### src/rtl/multichannel_reciprocal_counter_if.sv
// Wishbone slave bundle for the multichannel reciprocal counter.
interface multichannel_reciprocal_counter_if;
  logic [31:0] addr_i;
  logic [31:0] dat_i;
  logic        we_i;
  logic [3:0]  sel_i;
  logic        cyc_i;
  logic        stb_i;
  logic [31:0] dat_o;
  logic        ack_o;
  logic        err_o;

  modport master (
    output addr_i, dat_i, we_i, sel_i, cyc_i, stb_i,
    input  dat_o, ack_o, err_o
  );

  modport slave (
    input  addr_i, dat_i, we_i, sel_i, cyc_i, stb_i,
    output dat_o, ack_o, err_o
  );
endinterface

### src/rtl/multichannel_reciprocal_counter.sv
// Reciprocal frequency counter: per channel, counts clk_i cycles over a programmable
// number of input periods. Inputs are synchronised into clk_i; Wishbone register access.
module multichannel_reciprocal_counter #(
  parameter int NUM_CH      = 4,
  parameter int CNT_W       = 32,
  parameter int EDGE_W      = 16,
  parameter int SYNC_STAGES = 2,
  parameter int TARGET_RST  = 1000
) (
  input  logic                            clk_i,
  input  logic                            ext_rst_i,
  multichannel_reciprocal_counter_if.slave bus,
  input  logic [NUM_CH-1:0]               signal_input,
  output logic                            irq_o,
  output logic [NUM_CH-1:0]               busy_o
);

  typedef enum logic [2:0] {ST_IDLE, ST_ARM, ST_COUNT, ST_DONE, ST_TOUT} state_t;

  localparam logic [CNT_W-1:0]  CNT_ONE  = CNT_W'(1);
  localparam logic [EDGE_W-1:0] EDGE_ONE = EDGE_W'(1);

  function automatic logic [CNT_W-1:0] sat_inc(input logic [CNT_W-1:0] v);
    return (&v) ? v : v + CNT_ONE;
  endfunction

  function automatic logic [31:0] byte_merge(input logic [31:0] old_v,
                                             input logic [31:0] new_v,
                                             input logic [3:0]  sel);
    logic [31:0] r;
    for (int b = 0; b < 4; b++)
      r[8*b +: 8] = sel[b] ? new_v[8*b +: 8] : old_v[8*b +: 8];
    return r;
  endfunction

  logic [NUM_CH-1:0][SYNC_STAGES-1:0] sync_p0;
  logic [NUM_CH-1:0]                  lvl_p1;
  logic [NUM_CH-1:0]                  edge_p1;

  state_t            state_q [NUM_CH];
  state_t            state_d [NUM_CH];
  logic [CNT_W-1:0]  ref_cnt_q [NUM_CH];
  logic [CNT_W-1:0]  wd_q [NUM_CH];
  logic [EDGE_W-1:0] ecnt_q [NUM_CH];
  logic [EDGE_W-1:0] tgt_q [NUM_CH];
  logic [CNT_W-1:0]  result_q [NUM_CH];

  logic [NUM_CH-1:0] done_q, tout_q, irq_en_q;
  logic [EDGE_W-1:0] target_q;
  logic [CNT_W-1:0]  timeout_q;

  logic              req, wr, abort, mapped;
  logic              hit_ctrl, hit_status, hit_target, hit_timeout, hit_res;
  logic [NUM_CH-1:0] start_req, clr_done, clr_tout;
  logic [NUM_CH-1:0] load_start, go_count, final_edge, set_done, set_tout, wd_exp;
  logic [31:0]       rdata;

  // Input stage p0: synchroniser chain; p1: registered rise detect
  always_ff @(posedge clk_i) begin
    if (!ext_rst_i) begin
      sync_p0 <= '0;
      lvl_p1  <= '0;
      edge_p1 <= '0;
    end else begin
      for (int ch = 0; ch < NUM_CH; ch++) begin
        sync_p0[ch] <= {sync_p0[ch][SYNC_STAGES-2:0], signal_input[ch]};
        lvl_p1[ch]  <= sync_p0[ch][SYNC_STAGES-1];
        edge_p1[ch] <= sync_p0[ch][SYNC_STAGES-1] & ~lvl_p1[ch];
      end
    end
  end

  always_comb begin
    req         = bus.cyc_i & bus.stb_i & ~bus.ack_o & ~bus.err_o;
    wr          = req & bus.we_i;
    hit_ctrl    = (bus.addr_i == 32'h0);
    hit_status  = (bus.addr_i == 32'h1);
    hit_target  = (bus.addr_i == 32'h2);
    hit_timeout = (bus.addr_i == 32'h3);
    hit_res     = 1'b0;
    for (int ch = 0; ch < NUM_CH; ch++)
      if (bus.addr_i == 32'h10 + 32'(ch)) hit_res = 1'b1;
    mapped    = hit_ctrl | hit_status | hit_target | hit_timeout | hit_res;
    abort     = wr & hit_ctrl & bus.sel_i[3] & bus.dat_i[31];
    start_req = (wr & hit_ctrl & bus.sel_i[0]) ? bus.dat_i[NUM_CH-1:0] : '0;
    clr_done  = (wr & hit_status & bus.sel_i[0]) ? bus.dat_i[NUM_CH-1:0] : '0;
    clr_tout  = (wr & hit_status & bus.sel_i[1]) ? bus.dat_i[8 +: NUM_CH] : '0;
  end

  always_comb begin
    rdata = '0;
    if (hit_ctrl)
      rdata[15:8] = 8'(irq_en_q);
    else if (hit_status)
      rdata[23:0] = {8'(busy_o), 8'(tout_q), 8'(done_q)};
    else if (hit_target)
      rdata = 32'(target_q);
    else if (hit_timeout)
      rdata = 32'(timeout_q);
    else
      for (int ch = 0; ch < NUM_CH; ch++)
        if (bus.addr_i == 32'h10 + 32'(ch)) rdata = 32'(result_q[ch]);
  end

  // Abort outranks the watchdog, which outranks a coincident final edge
  always_comb begin
    for (int ch = 0; ch < NUM_CH; ch++) begin
      state_d[ch]    = state_q[ch];
      load_start[ch] = 1'b0;
      go_count[ch]   = 1'b0;
      final_edge[ch] = 1'b0;
      set_done[ch]   = 1'b0;
      set_tout[ch]   = 1'b0;
      wd_exp[ch]     = (timeout_q != '0) && (wd_q[ch] == timeout_q - CNT_ONE);
      case (state_q[ch])
        ST_IDLE: begin
          if (start_req[ch] && !abort) begin
            state_d[ch]    = ST_ARM;
            load_start[ch] = 1'b1;
          end
        end
        ST_ARM: begin
          if (abort)
            state_d[ch] = ST_IDLE;
          else if (wd_exp[ch])
            state_d[ch] = ST_TOUT;
          else if (edge_p1[ch]) begin
            state_d[ch]  = ST_COUNT;
            go_count[ch] = 1'b1;
          end
        end
        ST_COUNT: begin
          if (abort)
            state_d[ch] = ST_IDLE;
          else if (wd_exp[ch])
            state_d[ch] = ST_TOUT;
          else if (edge_p1[ch] && (ecnt_q[ch] + EDGE_ONE == tgt_q[ch])) begin
            state_d[ch]    = ST_DONE;
            final_edge[ch] = 1'b1;
          end
        end
        ST_DONE: begin
          state_d[ch]  = ST_IDLE;
          set_done[ch] = ~abort;
        end
        ST_TOUT: begin
          state_d[ch]  = ST_IDLE;
          set_tout[ch] = ~abort;
        end
        default: state_d[ch] = ST_IDLE;
      endcase
    end
  end

  always_ff @(posedge clk_i) begin
    for (int ch = 0; ch < NUM_CH; ch++) begin
      if (!ext_rst_i) state_q[ch] <= ST_IDLE;
      else            state_q[ch] <= state_d[ch];
    end
  end

  always_comb begin
    for (int ch = 0; ch < NUM_CH; ch++)
      busy_o[ch] = (state_q[ch] != ST_IDLE);
  end

  // Measurement datapath; every field is loaded before it is consulted
  always_ff @(posedge clk_i) begin
    for (int ch = 0; ch < NUM_CH; ch++) begin
      if (load_start[ch]) begin
        tgt_q[ch] <= (target_q == '0) ? EDGE_ONE : target_q;
        wd_q[ch]  <= '0;
      end else if (state_q[ch] == ST_ARM || state_q[ch] == ST_COUNT) begin
        wd_q[ch] <= sat_inc(wd_q[ch]);
      end
      if (go_count[ch]) begin
        ref_cnt_q[ch] <= CNT_ONE;
        ecnt_q[ch]    <= '0;
      end else if (state_q[ch] == ST_COUNT) begin
        ref_cnt_q[ch] <= sat_inc(ref_cnt_q[ch]);
        if (edge_p1[ch]) ecnt_q[ch] <= ecnt_q[ch] + EDGE_ONE;
      end
    end
  end

  always_ff @(posedge clk_i) begin
    if (!ext_rst_i) begin
      done_q    <= '0;
      tout_q    <= '0;
      irq_en_q  <= '0;
      target_q  <= EDGE_W'(TARGET_RST);
      timeout_q <= '0;
      irq_o     <= 1'b0;
      for (int ch = 0; ch < NUM_CH; ch++) result_q[ch] <= '0;
    end else begin
      done_q <= set_done | (done_q & ~(clr_done | load_start));
      tout_q <= set_tout | (tout_q & ~(clr_tout | load_start));
      if (wr & hit_ctrl & bus.sel_i[1]) irq_en_q <= bus.dat_i[8 +: NUM_CH];
      if (wr & hit_target)
        target_q <= EDGE_W'(byte_merge(32'(target_q), bus.dat_i, bus.sel_i));
      if (wr & hit_timeout)
        timeout_q <= CNT_W'(byte_merge(32'(timeout_q), bus.dat_i, bus.sel_i));
      irq_o <= |((done_q | tout_q) & irq_en_q);
      for (int ch = 0; ch < NUM_CH; ch++) begin
        if (final_edge[ch])    result_q[ch] <= ref_cnt_q[ch];
        else if (set_tout[ch]) result_q[ch] <= '0;
      end
    end
  end

  // Bus response stage: one registered ack/err per accepted request
  always_ff @(posedge clk_i) begin
    if (!ext_rst_i) begin
      bus.ack_o <= 1'b0;
      bus.err_o <= 1'b0;
      bus.dat_o <= '0;
    end else begin
      bus.ack_o <= req & mapped;
      bus.err_o <= req & ~mapped;
      bus.dat_o <= (req & mapped & ~bus.we_i) ? rdata : '0;
    end
  end

endmodule

### src/flat_wrapper.sv
// flat-port wrapper written by rule: the top's interface ports become plain ports
module multichannel_reciprocal_counter_flat 
#(
  parameter int NUM_CH      = 4,
  parameter int CNT_W       = 32,
  parameter int EDGE_W      = 16,
  parameter int SYNC_STAGES = 2,
  parameter int TARGET_RST  = 1000
)
  (clk_i, ext_rst_i, signal_input, irq_o, busy_o, bus_addr_i, bus_dat_i, bus_we_i, bus_sel_i, bus_cyc_i, bus_stb_i, bus_dat_o, bus_ack_o, bus_err_o);
  multichannel_reciprocal_counter_if bus_i ();
  input  logic clk_i;
  input  logic ext_rst_i;
  input  logic [NUM_CH-1:0] signal_input;
  output logic irq_o;
  output logic [NUM_CH-1:0] busy_o;
  input wire logic [$bits(bus_i.addr_i)-1:0] bus_addr_i;
  input wire logic [$bits(bus_i.dat_i)-1:0] bus_dat_i;
  input wire logic [$bits(bus_i.we_i)-1:0] bus_we_i;
  input wire logic [$bits(bus_i.sel_i)-1:0] bus_sel_i;
  input wire logic [$bits(bus_i.cyc_i)-1:0] bus_cyc_i;
  input wire logic [$bits(bus_i.stb_i)-1:0] bus_stb_i;
  output wire logic [$bits(bus_i.dat_o)-1:0] bus_dat_o;
  output wire logic [$bits(bus_i.ack_o)-1:0] bus_ack_o;
  output wire logic [$bits(bus_i.err_o)-1:0] bus_err_o;
  assign bus_i.addr_i = bus_addr_i;
  assign bus_i.dat_i = bus_dat_i;
  assign bus_i.we_i = bus_we_i;
  assign bus_i.sel_i = bus_sel_i;
  assign bus_i.cyc_i = bus_cyc_i;
  assign bus_i.stb_i = bus_stb_i;
  assign bus_dat_o = bus_i.dat_o;
  assign bus_ack_o = bus_i.ack_o;
  assign bus_err_o = bus_i.err_o;
  multichannel_reciprocal_counter #(.NUM_CH(NUM_CH), .CNT_W(CNT_W), .EDGE_W(EDGE_W), .SYNC_STAGES(SYNC_STAGES), .TARGET_RST(TARGET_RST)) u_core (.clk_i(clk_i), .ext_rst_i(ext_rst_i), .bus(bus_i), .signal_input(signal_input), .irq_o(irq_o), .busy_o(busy_o));
endmodule
### config.mk
export PLATFORM = sky130hd
export DESIGN_NAME = multichannel_reciprocal_counter_flat
export DESIGN_NICKNAME = d
export VERILOG_FILES = /design/src/rtl/multichannel_reciprocal_counter_if.sv /design/src/rtl/multichannel_reciprocal_counter.sv /design/src/flat_wrapper.sv
export SDC_FILE = /design/constraint.sdc
export NUM_CORES = 1
export LEC_CHECK = 0
export BUFFER_PORTS_ARGS = -buffer_cell sky130_fd_sc_hd__buf_2
export CAP_MARGIN = 20
export CORE_UTILIZATION = 45
export CTS_BUF_LIST = sky130_fd_sc_hd__clkbuf_16
export DETAILED_ROUTE_END_ITERATION = 7
export PLACE_DENSITY = 0.64
export SLEW_MARGIN = 5
export SYNTH_ARGS = -nofsm -noshare
export SYNTH_HDL_FRONTEND = slang
export SYNTH_SLANG_ARGS = --single-unit
### constraint.sdc
create_clock -name clk_i -period 6.99 [get_ports clk_i]
set_input_delay 0.3495 -clock clk_i [delete_from_list [all_inputs] [get_ports clk_i]]
set_output_delay 0.3495 -clock clk_i [all_outputs]
set_load 0.02 [all_outputs]
## After elaboration in Yosys (flattened, before gate mapping)

Memories as Yosys holds them, arrays and structs flattened.
Cells that the tools add are included.
W data, S select, Z words.

| word-level totals | value |
|---|---|
| flip-flop bits (word level) | 111 |
| memories kept | 6 |
| memory bits (writable) | 524 |
| output and inout bits | 39 |

Memories:

| memory | depth | width | rd ports | clocked after Yosys merged registers in | write ports | RTL line | text |
|---|---|---|---|---|---|---|---|
| u_core.ref_cnt_q | 4 | 32 | 4 | 0 | 4 | multichannel_reciprocal_counter.sv:42 | `logic [CNT_W-1:0] ref_cnt_q [NUM_CH];` |
| u_core.result_q | 4 | 32 | 4 | 0 | 4 | multichannel_reciprocal_counter.sv:46 | `logic [CNT_W-1:0] result_q [NUM_CH];` |
| u_core.wd_q | 4 | 32 | 4 | 0 | 4 | multichannel_reciprocal_counter.sv:43 | `logic [CNT_W-1:0] wd_q [NUM_CH];` |
| u_core.ecnt_q | 4 | 16 | 4 | 0 | 4 | multichannel_reciprocal_counter.sv:44 | `logic [EDGE_W-1:0] ecnt_q [NUM_CH];` |
| u_core.tgt_q | 4 | 16 | 4 | 0 | 4 | multichannel_reciprocal_counter.sv:45 | `logic [EDGE_W-1:0] tgt_q [NUM_CH];` |
| u_core.state_q | 4 | 3 | 4 | 0 | 4 | multichannel_reciprocal_counter.sv:40 | `state_t state_q [NUM_CH];` |

| cells by class | value |
|---|---|
| reduce and logical (&&, ||, !) cells | 47 |
| add/subtract/negate cells | 13 |
| mux-type cells | 210 |
| eq/ne operators | 31 |
| bitwise operators | 70 |

Operators with widths:

| cell | count |
|---|---|
| $mux W32 | 29 |
| $add A32 B1 Y32 const B | 8 |
| $reduce_and A32 Y1 | 8 |
| $mux W1 | 134 |
| $eq A32 B32 Y1 | 4 |
| $eq A32 B5 Y1 const B | 4 |
| $mux W3 | 32 |
| $mux W16 | 5 |
| $add A16 B1 Y16 const B | 4 |
| $eq A16 B16 Y1 | 4 |
| $eq A32 B2 Y1 const B | 2 |
| $mux W20 | 2 |
| $pmux W3 S3 | 4 |
| $eq A32 B1 Y1 const B | 1 |
| $logic_not A32 Y1 | 1 |
| $reduce_bool A32 Y1 | 1 |
| $sub A32 B1 Y32 const B | 1 |
| $or A1 B1 Y1 | 28 |
| $eq A3 B2 Y1 const B | 8 |
| $and A1 B1 Y1 | 21 |
| $or A4 B4 Y4 | 5 |
| $logic_not A16 Y1 | 1 |
| $mux W4 | 4 |
| $reduce_and A2 Y1 | 7 |
| 13 further kinds | 53 |

## Depth between registers and ports, before layout

| logic depth | value |
|---|---|
| word-level depth | 15 |
| gate-level depth with buffers | 16 |
| depth with buffers taken out | 11 |

## Worst setup path before layout

No wires, ideal clock.

| timing | value |
|---|---|
| path kind | register -> register |
| start | reg u_core.timeout_q[0] |
| end | mem u_core.result_q[2][0] (netlist: u_core.result_q[0][64]) (enable) |
| clock period less this slack | 5.313 ns |
| path slack | 1.677 ns |
| stages on the path, launching flop included | 15 |
| data arrival time | 4.847 ns |
| required time | 6.524 ns |
| cells stage by stage | dfxtp_1 > buf_6 > inv_1 > ha_1 > or3b_2 > buf_2 > or4_1 > buf_2 > nor3_1 > a31oi_1 > o2111ai_1 > nor3_1 > nand4_1 > a21oi_1 > o21ai_0 |

RTL lines:

| what | RTL line | text |
|---|---|---|
| start, declared | multichannel_reciprocal_counter.sv:50 | `logic [CNT_W-1:0] timeout_q;` |
| start signal, assigned | multichannel_reciprocal_counter.sv:202 | `timeout_q <= CNT_W'(byte_merge(32'(timeout_q), bus.dat_i, bus.sel_i));` |
| end, declared | multichannel_reciprocal_counter.sv:46 |  |

==> reports/metrics.cfg <==
[cells_and_area]
mostFrequentLayoutCell=edfxtp_1
final_area_mm2=0.0379
fill_cells=6497
fin_util=0.516
final_cell_mix=edfxtp_1, nor2_1, nand2_1, xor2_1, xnor2_1
layout.nets=3386
final_layout_size_suffix_gt1_frac=0.106
syn2layout_area_growth_pct=12.5

[logic_synthesis]
synth_ff_type=edfxtp_1
synth_cell_types=87
yosys_warnings=0
avgSynthCellArea_um2=10.6
synth-edff-count=512
synth_area_leaders=edfxtp_1, dfxtp_1, xor2_1, xnor2_1, nor2_1
ys_ff_latch=635
synth_fp_nets=3280
syn_area_mm2=0.0337
yosys.area.top_type=edfxtp_1
synth-seq-area-share=0.530
synth_top_area_frac=0.457
syn_inst=3190
async_reset_ff_frac=0

[sta]
hold_viol=0
finalCriticalPeriod_ps=5260
worst_pin_slew_ps=1140
maxSlewViolCount=0
post-route-period-util=0.752
maxSlewHeadroom=0.235
setup-tns-final_ps=0
skew_ps=22.7
rsz0062_at_grt=no
setup_violations=0
fmax_mhz=190
hold_slack_ps=10.0

[setup_path]
start_kind=flip-flop
cp.arrival_ps=5450
startpoint=u_core.timeout_q[16]$_SDFFE_PN0P_
regToRegStartpoint=u_core.timeout_q[16]$_SDFFE_PN0P_
critical_path.endpoint_type=flip-flop
critPathKind=reg -> reg
crit_fanout=16
cp_data_required_time_ps=7180

[routing]
routed_wirelength_um=109000
viasPerCell=6.04
num_vias=26100
drc=1
dr.pass1.iters=8
ant_nets=0
drt_iter0_drc=3264
wire_per_inst_um=25.1

[pwr]
power.total_uw=7940
ir_worst_vdd_uv=164
leakage_uw=0.0136
power_density_mw_per_mm2=210

[grt]
antenna_found_initial=9
grt_pass1_wl_um=160000
grt_util_all_layers=0.284
first_global_vias=24700
grt_start_max_net_pins=62
overflow=0

[cts]
cts_root_buf=clkbuf_16
h-tree-depth=3
holdBufCountCts=19
clk_pin_slew_ps=60
cts_resized=0
cts_sinks=635
cts_tree=yes
cts_max_path_buffers=3
cts_setup_buffers=0
cts_buffers=73
insertion_delay_ps=630

[die]
dieWidth_um=276
placementRows=99
dieArea_mm2=0.0759
die_height_um=276
start_util=0.458
io_pins=116
coreArea_mm2=0.0735

[run_status]
outcome=finished, violations left
violations=design-rule violations

[flow_run]
drv_cap=0

[place]
place_area_mm2=0.0353
place_congestion=1.01
io_buffers=115
dp_hpwl_um=79700

[hold_path]
min_from=bus_dat_i[23]
hold_path_class=in -> reg

-- per-stage QoR --
stage	std cells	setup slack, ps
3_3_place_gp	4158	1610
6_report	4319	1730
2_1_floorplan	3190	1680
4_1_cts	4314	1840
3_5_place_dp	4159	1860
5_1_grt	4318	1510
-- routing by layer --
layer | GRT usage | routed length, um | vias up
li1 | - | - | 11700
met1 | 0.418 | 48000 | 12900
met2 | 0.421 | 47000 | 1214
met3 | 0.0471 | 10100 | 182
met4 | 0.0986 | 3470 | 4
met5 | 0 | 27 | -
-- final cells by class --
class,count,area (um2),share of cell area
diodes,3,7.51,0.000198
clock buffers,78,1950,0.0515
clock inverters,58,413,0.0109
inverters,60,225,0.00594
multi-input cells,2325,15000,0.395
flip-flops and latches,635,17800,0.471
well taps,959,1200,0.0317
repair buffers,201,1280,0.0338
-- synth_stat cells (all sizes together), types with 59 or more instances --
library cell  count
clkbuf          141
nand2           235
nand3           163
and2            155
xor2            232
and3             92
nor3             61
dfxtp           123
xnor2           206
a21oi           111
o21ai            75
inv              59
nor2            415
nand4            79
edfxtp          512
-- kinds of logic (layout without fill, tap and decap cells) --
logic type,count (synthesis),in the layout,synth area share
AO/OA/AOI/OAI,379,379,0.0754
XOR/XNOR,465,465,0.132
adder cells (fa/ha/maj),14,14,0.00513
buffers and inverters,230,397,0.0276
flip-flops,635,635,0.530
multiplexers,35,35,0.0105
other,0,3,0
AND/OR/NAND/NOR,1432,1432,0.219
-- critical path: stages (launching register included) --
cell       delay (ps)
dfxtp_1           300
buf_4             200
nor4_1            770
nand4_1           600
nor2_1            840
buf_4             260
nand3_1            70
o21ai_0           100
o211ai_1          190
a2111oi_4         710
or4_1             320
nand2_1           450
-- flip-flops by register name, indices dropped and copies added, names as in the netlist --
signal,flops
u_core.bus.ack_o,1
u_core.bus.dat_o,32
u_core.bus.err_o,1
u_core.done_q,4
u_core.ecnt_q,64
u_core.edge_p1,4
u_core.irq_en_q,4
u_core.irq_o,1
u_core.lvl_p1,4
u_core.ref_cnt_q,128
u_core.result_q,128
u_core.state_q,12
u_core.sync_p0,8
u_core.target_q,16
u_core.tgt_q,64
u_core.timeout_q,32
u_core.tout_q,4
u_core.wd_q,128
-- worst paths after layout --
path                                        to  slack (ps)  cells past startpoint
max reg2reg  u_core.ecnt_q[3][0]$_SDFFCE_PN0P_        1730                     11
max          u_core.ecnt_q[3][0]$_SDFFCE_PN0P_        1730                     11
min          u_core.timeout_q[23]$_SDFFE_PN0P_          10                      3
min reg2reg       u_core.edge_p1[1]$_SDFF_PN0_         370                      1
-- report_power, final --
| group | leakage (uW) | internal, uW | switching [uW] | total (uW) |
|---|---|---|---|---|
| Combinational | 0.00665 | 30.3 | 55.5 | 85.7 |
| Clock | 0.00124 | 2120 | 1660 | 3770 |
| Sequential | 0.00573 | 4070 | 16.6 | 4080 |
| Total | 0.0136 | 6220 | 1730 | 7940 |
(Power assumes the default switching activity.)
